$ cat config.mk
export PLATFORM = sky130hd
export DESIGN_NAME = mem_wb_stage
export DESIGN_NICKNAME = d
export VERILOG_FILES = /design/src/rtl/mips_pkg.sv /design/src/rtl/mem_wb_stage_retire_counter.sv /design/src/rtl/mem_wb_stage.sv
export SDC_FILE = /design/constraint.sdc
export NUM_CORES = 1
export LEC_CHECK = 0
export CAP_MARGIN = 20
export CORE_ASPECT_RATIO = 1.25
export CORE_UTILIZATION = 55
export DETAILED_ROUTE_END_ITERATION = 12
export DONT_BUFFER_PORTS = 1
export PLACE_DENSITY = 0.7
export SLEW_MARGIN = 20
export SYNTH_ARGS = -nofsm -noshare
export SYNTH_HDL_FRONTEND = slang
export SYNTH_SLANG_ARGS = --single-unit
export TNS_END_PERCENT = 1
$ cat constraint.sdc
create_clock -name clk -period 3.2 [get_ports clk]
set_input_delay 0.8 -clock clk [delete_from_list [all_inputs] [get_ports clk]]
set_output_delay 0.8 -clock clk [all_outputs]
set_load 0.1 [all_outputs]
$ cat src/rtl/mips_pkg.sv
// mips_pkg: write-back select encodings and register constants shared by the MIPS pipeline
package mips_pkg;
  typedef enum logic [1:0] {
    WB_ALU = 2'b00,
    WB_MEM = 2'b01,
    WB_PC4 = 2'b10,
    WB_ILL = 2'b11
  } wb_sel_e;
  localparam int RA_REG   = 31;
  localparam int REG_ZERO = 0;
endpackage

$ cat src/rtl/mem_wb_stage_retire_counter.sv
// retire_counter: wrapping instruction counter with enable and synchronous active-low reset
module retire_counter #(
  parameter int W = 32
) (
  input  logic         clk,
  input  logic         rst_n,
  input  logic         en_i,
  output logic [W-1:0] count_o
);
  logic [W-1:0] cnt_q;
  always_ff @(posedge clk) cnt_q <= !rst_n ? '0 : en_i ? cnt_q + W'(1) : cnt_q;
  assign count_o = cnt_q;
endmodule

$ cat src/rtl/mem_wb_stage.sv
// mem_wb_stage: MEM/WB pipeline register driving the write-back mux, register-file port and forwarding
module mem_wb_stage #(
  parameter int DATA_W = 32,
  parameter int REG_AW = 5,
  parameter int RA_REG = mips_pkg::RA_REG,
  parameter int CNT_W  = 32
) (
  input  logic              clk,
  input  logic              rst_n,
  input  logic              in_valid,
  input  logic              stall,
  input  logic              flush,
  input  logic [DATA_W-1:0] alu_result,
  input  logic [DATA_W-1:0] mem_rdata,
  input  logic [DATA_W-1:0] pc_plus4,
  input  logic [REG_AW-1:0] rd,
  input  logic              reg_write,
  input  logic [1:0]        wb_sel,
  output logic [DATA_W-1:0] wb_a,
  output logic [DATA_W-1:0] wb_b,
  output logic [DATA_W-1:0] wb_pc_plus4,
  output logic              sel_0,
  output logic              sel_1,
  output logic [REG_AW-1:0] wb_rd,
  output logic              wb_we,
  output logic              wb_valid,
  output logic              fwd_en,
  output logic [REG_AW-1:0] fwd_rd,
  output logic [CNT_W-1:0]  retired,
  output logic              sel_err
);
  import mips_pkg::*;
  localparam logic [REG_AW-1:0] RA_ADDR = REG_AW'(RA_REG);
  localparam logic [REG_AW-1:0] ZERO_ADDR = REG_AW'(REG_ZERO);
  logic [DATA_W-1:0] a_q, a_d, b_q, b_d, pc_q, pc_d;
  logic [1:0]        sel_q, sel_d;
  logic [REG_AW-1:0] rd_q, rd_d, rd_n;
  logic              we_q, we_d, valid_q, valid_d, err_q, err_d;
  logic              ld, ill;
  always_comb begin
    ld      = !flush && !stall;
    ill     = wb_sel == WB_ILL;
    rd_n    = !in_valid ? '0 : wb_sel == WB_PC4 ? RA_ADDR : rd;
    a_d     = ld ? alu_result : a_q;
    b_d     = ld ? mem_rdata : b_q;
    pc_d    = ld ? pc_plus4 : pc_q;
    valid_d = flush ? 1'b0 : ld ? in_valid : valid_q;
    sel_d   = flush ? WB_ALU : ld ? ((in_valid && !ill) ? wb_sel : WB_ALU) : sel_q;
    rd_d    = flush ? '0 : ld ? rd_n : rd_q;
    we_d    = flush ? 1'b0 : ld ? (in_valid && reg_write && !ill && rd_n != ZERO_ADDR) : we_q;
    err_d   = err_q || (ld && in_valid && ill);
  end
  always_ff @(posedge clk) begin
    if (!rst_n) begin
      a_q     <= '0;
      b_q     <= '0;
      pc_q    <= '0;
      sel_q   <= '0;
      rd_q    <= '0;
      we_q    <= 1'b0;
      valid_q <= 1'b0;
      err_q   <= 1'b0;
    end else begin
      a_q     <= a_d;
      b_q     <= b_d;
      pc_q    <= pc_d;
      sel_q   <= sel_d;
      rd_q    <= rd_d;
      we_q    <= we_d;
      valid_q <= valid_d;
      err_q   <= err_d;
    end
  end
  retire_counter #(.W(CNT_W)) u_cnt (
    .clk    (clk),
    .rst_n  (rst_n),
    .en_i   (ld && in_valid),
    .count_o(retired)
  );
  assign wb_a        = a_q;
  assign wb_b        = b_q;
  assign wb_pc_plus4 = pc_q;
  assign sel_0       = sel_q[0];
  assign sel_1       = sel_q[1];
  assign wb_rd       = rd_q;
  assign wb_we       = we_q;
  assign wb_valid    = valid_q;
  assign sel_err     = err_q;
  assign fwd_en      = we_q;
  assign fwd_rd      = rd_q;
endmodule

==> qor.yml, run 1 <==
status: "complete, no violations"
crit_fanout: 22
final_layout_size_suffix_gt1_frac: 0.1104
antenna_found_initial: 0
relSlewSlack: 0.2800
area_growth_syn_to_layout_pct: 16.12
timing.final.ws_setup_ns: 0.8080
worstPathRequired_ns: 3.54
fp.dieArea_um2: 9878
worstMarginPinSlew_ns: 1.079
max_freq_ghz: 0.4181
hold_path_class: "reg -> reg"
cts_setup_buffers: 0
reg2reg_depth: 5
cts_hold_buf: 0
postRouteAntennaNets: 0
core.rowCount: 39
synth_area_um2: 5215
cts_buffers: 17
finalCritPeriodShare: 0.7475
synth_area_leaders: "dfxtp_1, nand2_1, a21oi_1"
synth_area_per_cell_um2: 7.998
whs_endpoint: "u_cnt.count_o[1]$_SDFFE_PN0N_"
r2r_start: "u_cnt.count_o[7]$_SDFFE_PN0N_"
synth_seq_cells: 138
dp.cells: 753
skew_ns: 0.01124
setup_violations: 0
cts-root-buf: "clkbuf_16"
routed_via_density: 5.709
htree_levels: 4
drt_pass1_iterations: 4
min_period_ns: 2.392
ys_warn_count: 0
powerDensity_nw_per_um2: 749.5
dp_hpwl_um: 8937
synthCells: 652
wl_per_cell_um: 16.66
core_area_um2: 9174
mostFrequentLayoutCell: "nand2_1"
diodes: 0
pin_count: 253
overflow: 0
clockBufferDepth: 2
power_leakage_nw: 2.139
reg2reg_slack_ns: 0.81
drt_wl_total_um: 13060
maxSlewViolCount: 0
start_util: 0.5685
ctsResizeCount: 0
drv_cap: 0
crit_path_start_kind: "register"
fillCellCount: 779
synth_cell_types: 32
grt_pass1_wl_um: 20310
clkLatencyLatePin_ns: 0.41
num_vias: 4476
fin_cells: 784
arrival_ns: 2.73
peakVddDrop_uv: 478.9
die_y_um: 110.9
synth_nets: 762
whs_path_depth: 2
holdCritStartpoint: "u_cnt.count_o[1]$_SDFFE_PN0N_"
grt.total_usage: 0.2679
drc: 0
nets: 759
rsz0062_at_grt: "no"
die_w_um: 89.10
multi_input_area_um2: 2185
port_buffers: 0
synth_top_area_cell: "dfxtp_1"
routabilityCongestion: 0.7955
path_clk_slew_ns: 0.06
layout_common_cells: "nand2_1, dfxtp_1, a21oi_1, buf_4, or4_1"
seq_area_frac_synth: 0.5298
grt_pass1_vias: 4316
cts_tree: "yes"
cp-end-kind: "register"
dr.first_iter.drc_count: 223
p_total_mw: 4.539
path_class: "reg -> reg"
cts_sinks: 138
final.setup.tns_ns: 0
regArea_um2: 2770
reg2reg_to: "u_cnt.count_o[20]$_SDFFE_PN0N_"
hold_viol: 0
grt_max_degree: 101
pre_cts_slack_ns: 0.4445
yosysTopAreaCellShare: 0.5298
synthesized netlist by cell type:
cell and n:
a21oi_1 128, a2bb2oi_1 1, and3_1 3, and4_1 2
buf_1 1, buf_4 6, buf_6 3, clkbuf_1 44
dfxtp_1 138, ha_1 1, inv_1 8, nand2_1 211
nand2b_1 1, nand3_1 14, nand4_1 6, nand4b_1 1
nor2_1 11, nor2b_1 1, nor3_1 3, nor4bb_1 1
o211ai_1 5, o21a_1 1, o21ai_0 9, o31ai_1 14
or2_1 1, or2_2 1, or3_1 9, or3b_1 1
or4_1 18, or4_4 1, xnor2_1 3, xor2_1 5
critical path: stages, from the launching register on:
cell and delay (ns):
dfxtp_1 0.30, buf_4 0.30, nand2_1 0.12, or4_1 0.83, or4_1 0.61, a21oi_1 0.16
sequential cells by signal, indices dropped and copies added, names as in the netlist:
| signal | count |
|---|---|
| fwd_en | 1 |
| fwd_rd | 5 |
| sel_err | 1 |
| sel_q | 2 |
| u_cnt.count_o | 32 |
| wb_a | 32 |
| wb_b | 32 |
| wb_pc_plus4 | 32 |
| wb_valid | 1 |
metrics by stage:
step	hold WS [ns]	cell area [um2]	util
after floorplan	0.8834	5215	-
after global placement	0.4900	5405	0.5892
after detailed placement	0.5022	5405	0.5892
after CTS	0.4985	6056	0.6601
after global routing	0.5007	6056	0.6601
final	0.5156	6056	0.6601
kinds of logic (layout without fill, tap and decap cells):
| kind of cell | count (synthesis) | in the layout | synth area share |
|---|---|---|---|
| DFF | 138 | 138 | 0.5298 |
| and+or+nand+nor | 285 | 285 | 0.2392 |
| xor gates and xnor gates | 8 | 8 | 0.01344 |
| adders and majority gates | 1 | 1 | 0.002399 |
| buffers and inverters | 62 | 71 | 0.05326 |
| AOI/OAI and AO/OA | 158 | 158 | 0.1619 |
worst max path at each step:
stage	start	slack, ns	depth (start not counted)	to
floorplan	u_cnt.count_o[0]$_SDFFE_PN0N_	0.49	6	u_cnt.count_o[18]$_SDFFE_PN0N_
global placement	stall	0.53	4	u_cnt.count_o[20]$_SDFFE_PN0N_
detailed placement	stall	0.44	4	u_cnt.count_o[20]$_SDFFE_PN0N_
CTS	u_cnt.count_o[7]$_SDFFE_PN0N_	0.80	5	u_cnt.count_o[20]$_SDFFE_PN0N_
global route	u_cnt.count_o[7]$_SDFFE_PN0N_	0.69	5	u_cnt.count_o[20]$_SDFFE_PN0N_
finish	u_cnt.count_o[7]$_SDFFE_PN0N_	0.81	5	u_cnt.count_o[20]$_SDFFE_PN0N_
routing by layer:
| metal | routed length (um) | vias to the layer above | global-route usage |
|---|---|---|---|
| met5 | 0 | - | 0 |
| met4 | 265 | 0 | 0.1249 |
| met3 | 1351 | 21 | 0.1147 |
| met2 | 6697 | 183 | 0.4539 |
| met1 | 4744 | 2091 | 0.2785 |
| li1 | - | 2181 | - |
power breakdown:
part / internal [mW] / total [mW] / switching, mW / leakage [nW]
Clock: 1.42 / 2.12 / 0.703 / 0.316
Sequential: 1.78 / 2.25 / 0.472 / 1.13
Combinational: 0.0527 / 0.165 / 0.112 / 0.696
area by class of cell:
type	instances	area share
clock inverters	11	0.03202
clock buffers	20	0.07541
inverters	8	0.005165
repair buffers	32	0.04380
well taps	123	0.02541
flip-flops and latches	138	0.4574
multi-input cells	452	0.3607
Power figures use the tool's default switching activity.
==> run 2, diff against run 1 <==
==> constraint.sdc (replaced) <==
create_clock -name clk -period 2.4 [get_ports clk]
set_input_delay 0.6 -clock clk [delete_from_list [all_inputs] [get_ports clk]]
set_output_delay 0.6 -clock clk [all_outputs]
set_load 0.1 [all_outputs]
==> run 2 against run 1 <==
Net effect:
- sequential power is 7% higher
- die area unchanged
- critical path depth is 1 lower
- flip-flop and latch count is the same
- clock power grew 24%
- routed wire length increased by 8.6%
- combinational power rose to 5.7 times the previous value
- critical path type unchanged
- critical endpoint is now u_cnt.count_o[29]$_SDFFE_PN0N_
- largest cell class unchanged
==> qor.yml, run 2 (synthesis gave the netlist of run 1 again) <==
reg2reg_to: "u_cnt.count_o[29]$_SDFFE_PN0N_"  # was u_cnt.count_o[20]$_SDFFE_PN0N_
power_leakage_nw: 2.716  # was 2.139 nW
met2_usage: 0.4850  # was 0.4539
wl_per_cell_um: 15.82  # was 16.66 um
crit_top_cell: "or4_1"  # unchanged
die_y_um: 110.9  # unchanged
final_layout_size_suffix_gt1_frac: 0.2613  # was 0.1104
drc: 0  # unchanged
arrival_ns: 2.44  # was 2.73 ns
core_area_um2: 9174  # unchanged
use_met1: 0.2934  # was 0.2785
path_clk_slew_ns: 0.06  # about the same
finalCritPeriodShare: 0.8798  # was 0.7475
area_growth_syn_to_layout_pct: 31.91  # was 16.12%
reg2reg_slack_ns: 0.29  # was 0.81 ns
mostFrequentLayoutCell: "nand2_1"  # unchanged
cts-root-buf: "clkbuf_16"  # unchanged
crit_chain: "nand4_1 > or4_1 > or4_1 > a21oi_1"  # was buf_4 > nand2_1 > or4_1 > or4_1 > a21oi_1
grt_pass1_wl_um: 21710  # was 20310 um
skew_ns: 0.008252  # was 0.01124 ns
core.rowCount: 39  # unchanged
grt_pass1_vias: 4842  # was 4316
max_stage_delay_ns: 0.79  # was 0.83 ns
cts_tree: "yes"  # unchanged
cts_sinks: 138  # unchanged
drv_cap: 0  # unchanged
hold_viol: 0  # unchanged
crit_start: "u_cnt.count_o[10]$_SDFFE_PN0N_"  # was u_cnt.count_o[7]$_SDFFE_PN0N_
fp.dieArea_um2: 9878  # unchanged
grt_max_degree: 114  # was 101
port_buffers: 0  # unchanged
layout_common_cells: "nand2_1, buf_4, a21oi_1, dfxtp_1, dfxtp_2"  # was nand2_1, dfxtp_1, a21oi_1, buf_4, or4_1
routed_via_density: 5.551  # was 5.709
antenna_found_initial: 0  # unchanged
crit_buf_inv: 0  # was 1
dpl_cell_area_um2: 6274  # was 5405 um2
peakVddDrop_uv: 593.0  # was 478.9 uV
maxSlewViolCount: 0  # unchanged
cts_setup_buffers: 0  # unchanged
die_w_um: 89.10  # unchanged
postLayoutCellArea_um2: 6879  # was 6056 um2
postRouteAntennaNets: 0  # unchanged
path_class: "reg -> reg"  # unchanged
cp.depth: 4  # was 5
pre_cts_slack_ns: 0.03362  # was 0.4445 ns
num_vias: 4974  # was 4476
start_util: 0.5685  # unchanged
ctsResizeCount: 0  # unchanged
relSlewSlack: 0.3276  # was 0.2800
crit_path_start_kind: "register"  # unchanged
drt_wl_total_um: 14180  # was 13060 um
hold-worst-slack_ns: 0.3118  # was 0.5156 ns
worst_path_max_delay_cell: "or4_1"  # unchanged
dp_hpwl_um: 9637  # was 8937 um
hold_path_class: "in -> reg"  # was reg -> reg
pin_count: 253  # unchanged
timing.final.ws_setup_ns: 0.2886  # was 0.8080 ns
grt-busiest-layer: "met2"  # unchanged
r2r_start: "u_cnt.count_o[10]$_SDFFE_PN0N_"  # was u_cnt.count_o[7]$_SDFFE_PN0N_
clockBufferDepth: 2  # unchanged
routabilityCongestion: 0.8199  # was 0.7955
cts_buffers: 17  # unchanged
critPathTopFamily: "simple AND/OR/NAND/NOR gates"  # unchanged
overflow: 0  # unchanged
dr.first_iter.drc_count: 243  # was 223
crit_fanout: 18  # was 22
cp-end-kind: "register"  # unchanged
crit_end: "u_cnt.count_o[29]$_SDFFE_PN0N_"  # was u_cnt.count_o[20]$_SDFFE_PN0N_
rsz0062_at_grt: "no"  # unchanged
powerDensity_nw_per_um2: 867.5  # was 749.5 nW/um2
status: "complete, no violations"  # unchanged
nets: 870  # was 759
min_period_ns: 2.111  # was 2.392 ns
grt.total_usage: 0.2837  # was 0.2679
whs_path_depth: 1  # was 2
setup_violations: 0  # unchanged
cts_hold_buf: 0  # unchanged
clkLatencyLatePin_ns: 0.41  # about the same
diodes: 0  # unchanged
drt_pass1_iterations: 4  # unchanged
max_freq_ghz: 0.4736  # was 0.4181 GHz
htree_levels: 4  # unchanged
reg2reg_depth: 4  # was 5
met3_usage: 0.1072  # was 0.1147
worstPathRequired_ns: 2.73  # was 3.54 ns
worstMarginPinSlew_ns: 1.007  # was 1.079 ns
==> run 2: through the flow <==
| step | std cells | setup TNS (ns) | power [mW] | util |
|---|---|---|---|---|
| 2_1_floorplan | 652 | -0.6951 | 3.213 | - |
| 3_3_place_gp | 864 | 0 | 3.366 | 0.6839 |
| 3_5_place_dp | 864 | 0 | 3.380 | 0.6839 |
| 4_1_cts | 896 | 0 | 6.004 | 0.7499 |
| 5_1_grt | 896 | 0 | 6.136 | 0.7499 |
| 6_report | 896 | 0 | 5.968 | 0.7499 |
==> run 2: power breakdown <==
part           switching, mW  internal, mW
sequential            0.0272          2.37
clock                  0.949          1.69
combinational          0.774         0.162
==> run 2: worst min path at each step <==
stage                                             start  slack, ns                            end
after global routing                              rst_n       0.29             sel_err$_SDFF_PN0_
after global placement           fwd_rd[0]$_SDFFE_PP0N_       0.44         fwd_rd[0]$_SDFFE_PP0N_
final                                             rst_n       0.31             sel_err$_SDFF_PN0_
after detailed placement         fwd_rd[0]$_SDFFE_PP0N_       0.44         fwd_rd[0]$_SDFFE_PP0N_
after floorplan           u_cnt.count_o[1]$_SDFFE_PN0N_       0.69  u_cnt.count_o[1]$_SDFFE_PN0N_
after CTS                                         rst_n       0.30             sel_err$_SDFF_PN0_
==> run 2: routing by layer <==
layer | vias up | wire length [um]
met3 | 42 | 1475
met5 | - | 0
met2 | 231 | 7233
met4 | 0 | 487
met1 | 2299 | 4979
li1 | 2402 | -
==> run 2: layout make-up <==
type,instances,area (um2)
sequential,138,2793
clock inverter,11,145.1
tap,123,153.9
timing repair buffer,143,1111
clock buffer,21,460.4
inverter,8,31.28
fill,707,2295
multi-input combinational,452,2185
==> run 2: worst register-to-register path: stages, from the launching register on <==
cell and delay (ns):
dfxtp_2 0.37, nand4_1 0.14, or4_1 0.79, or4_1 0.56
a21oi_1 0.17
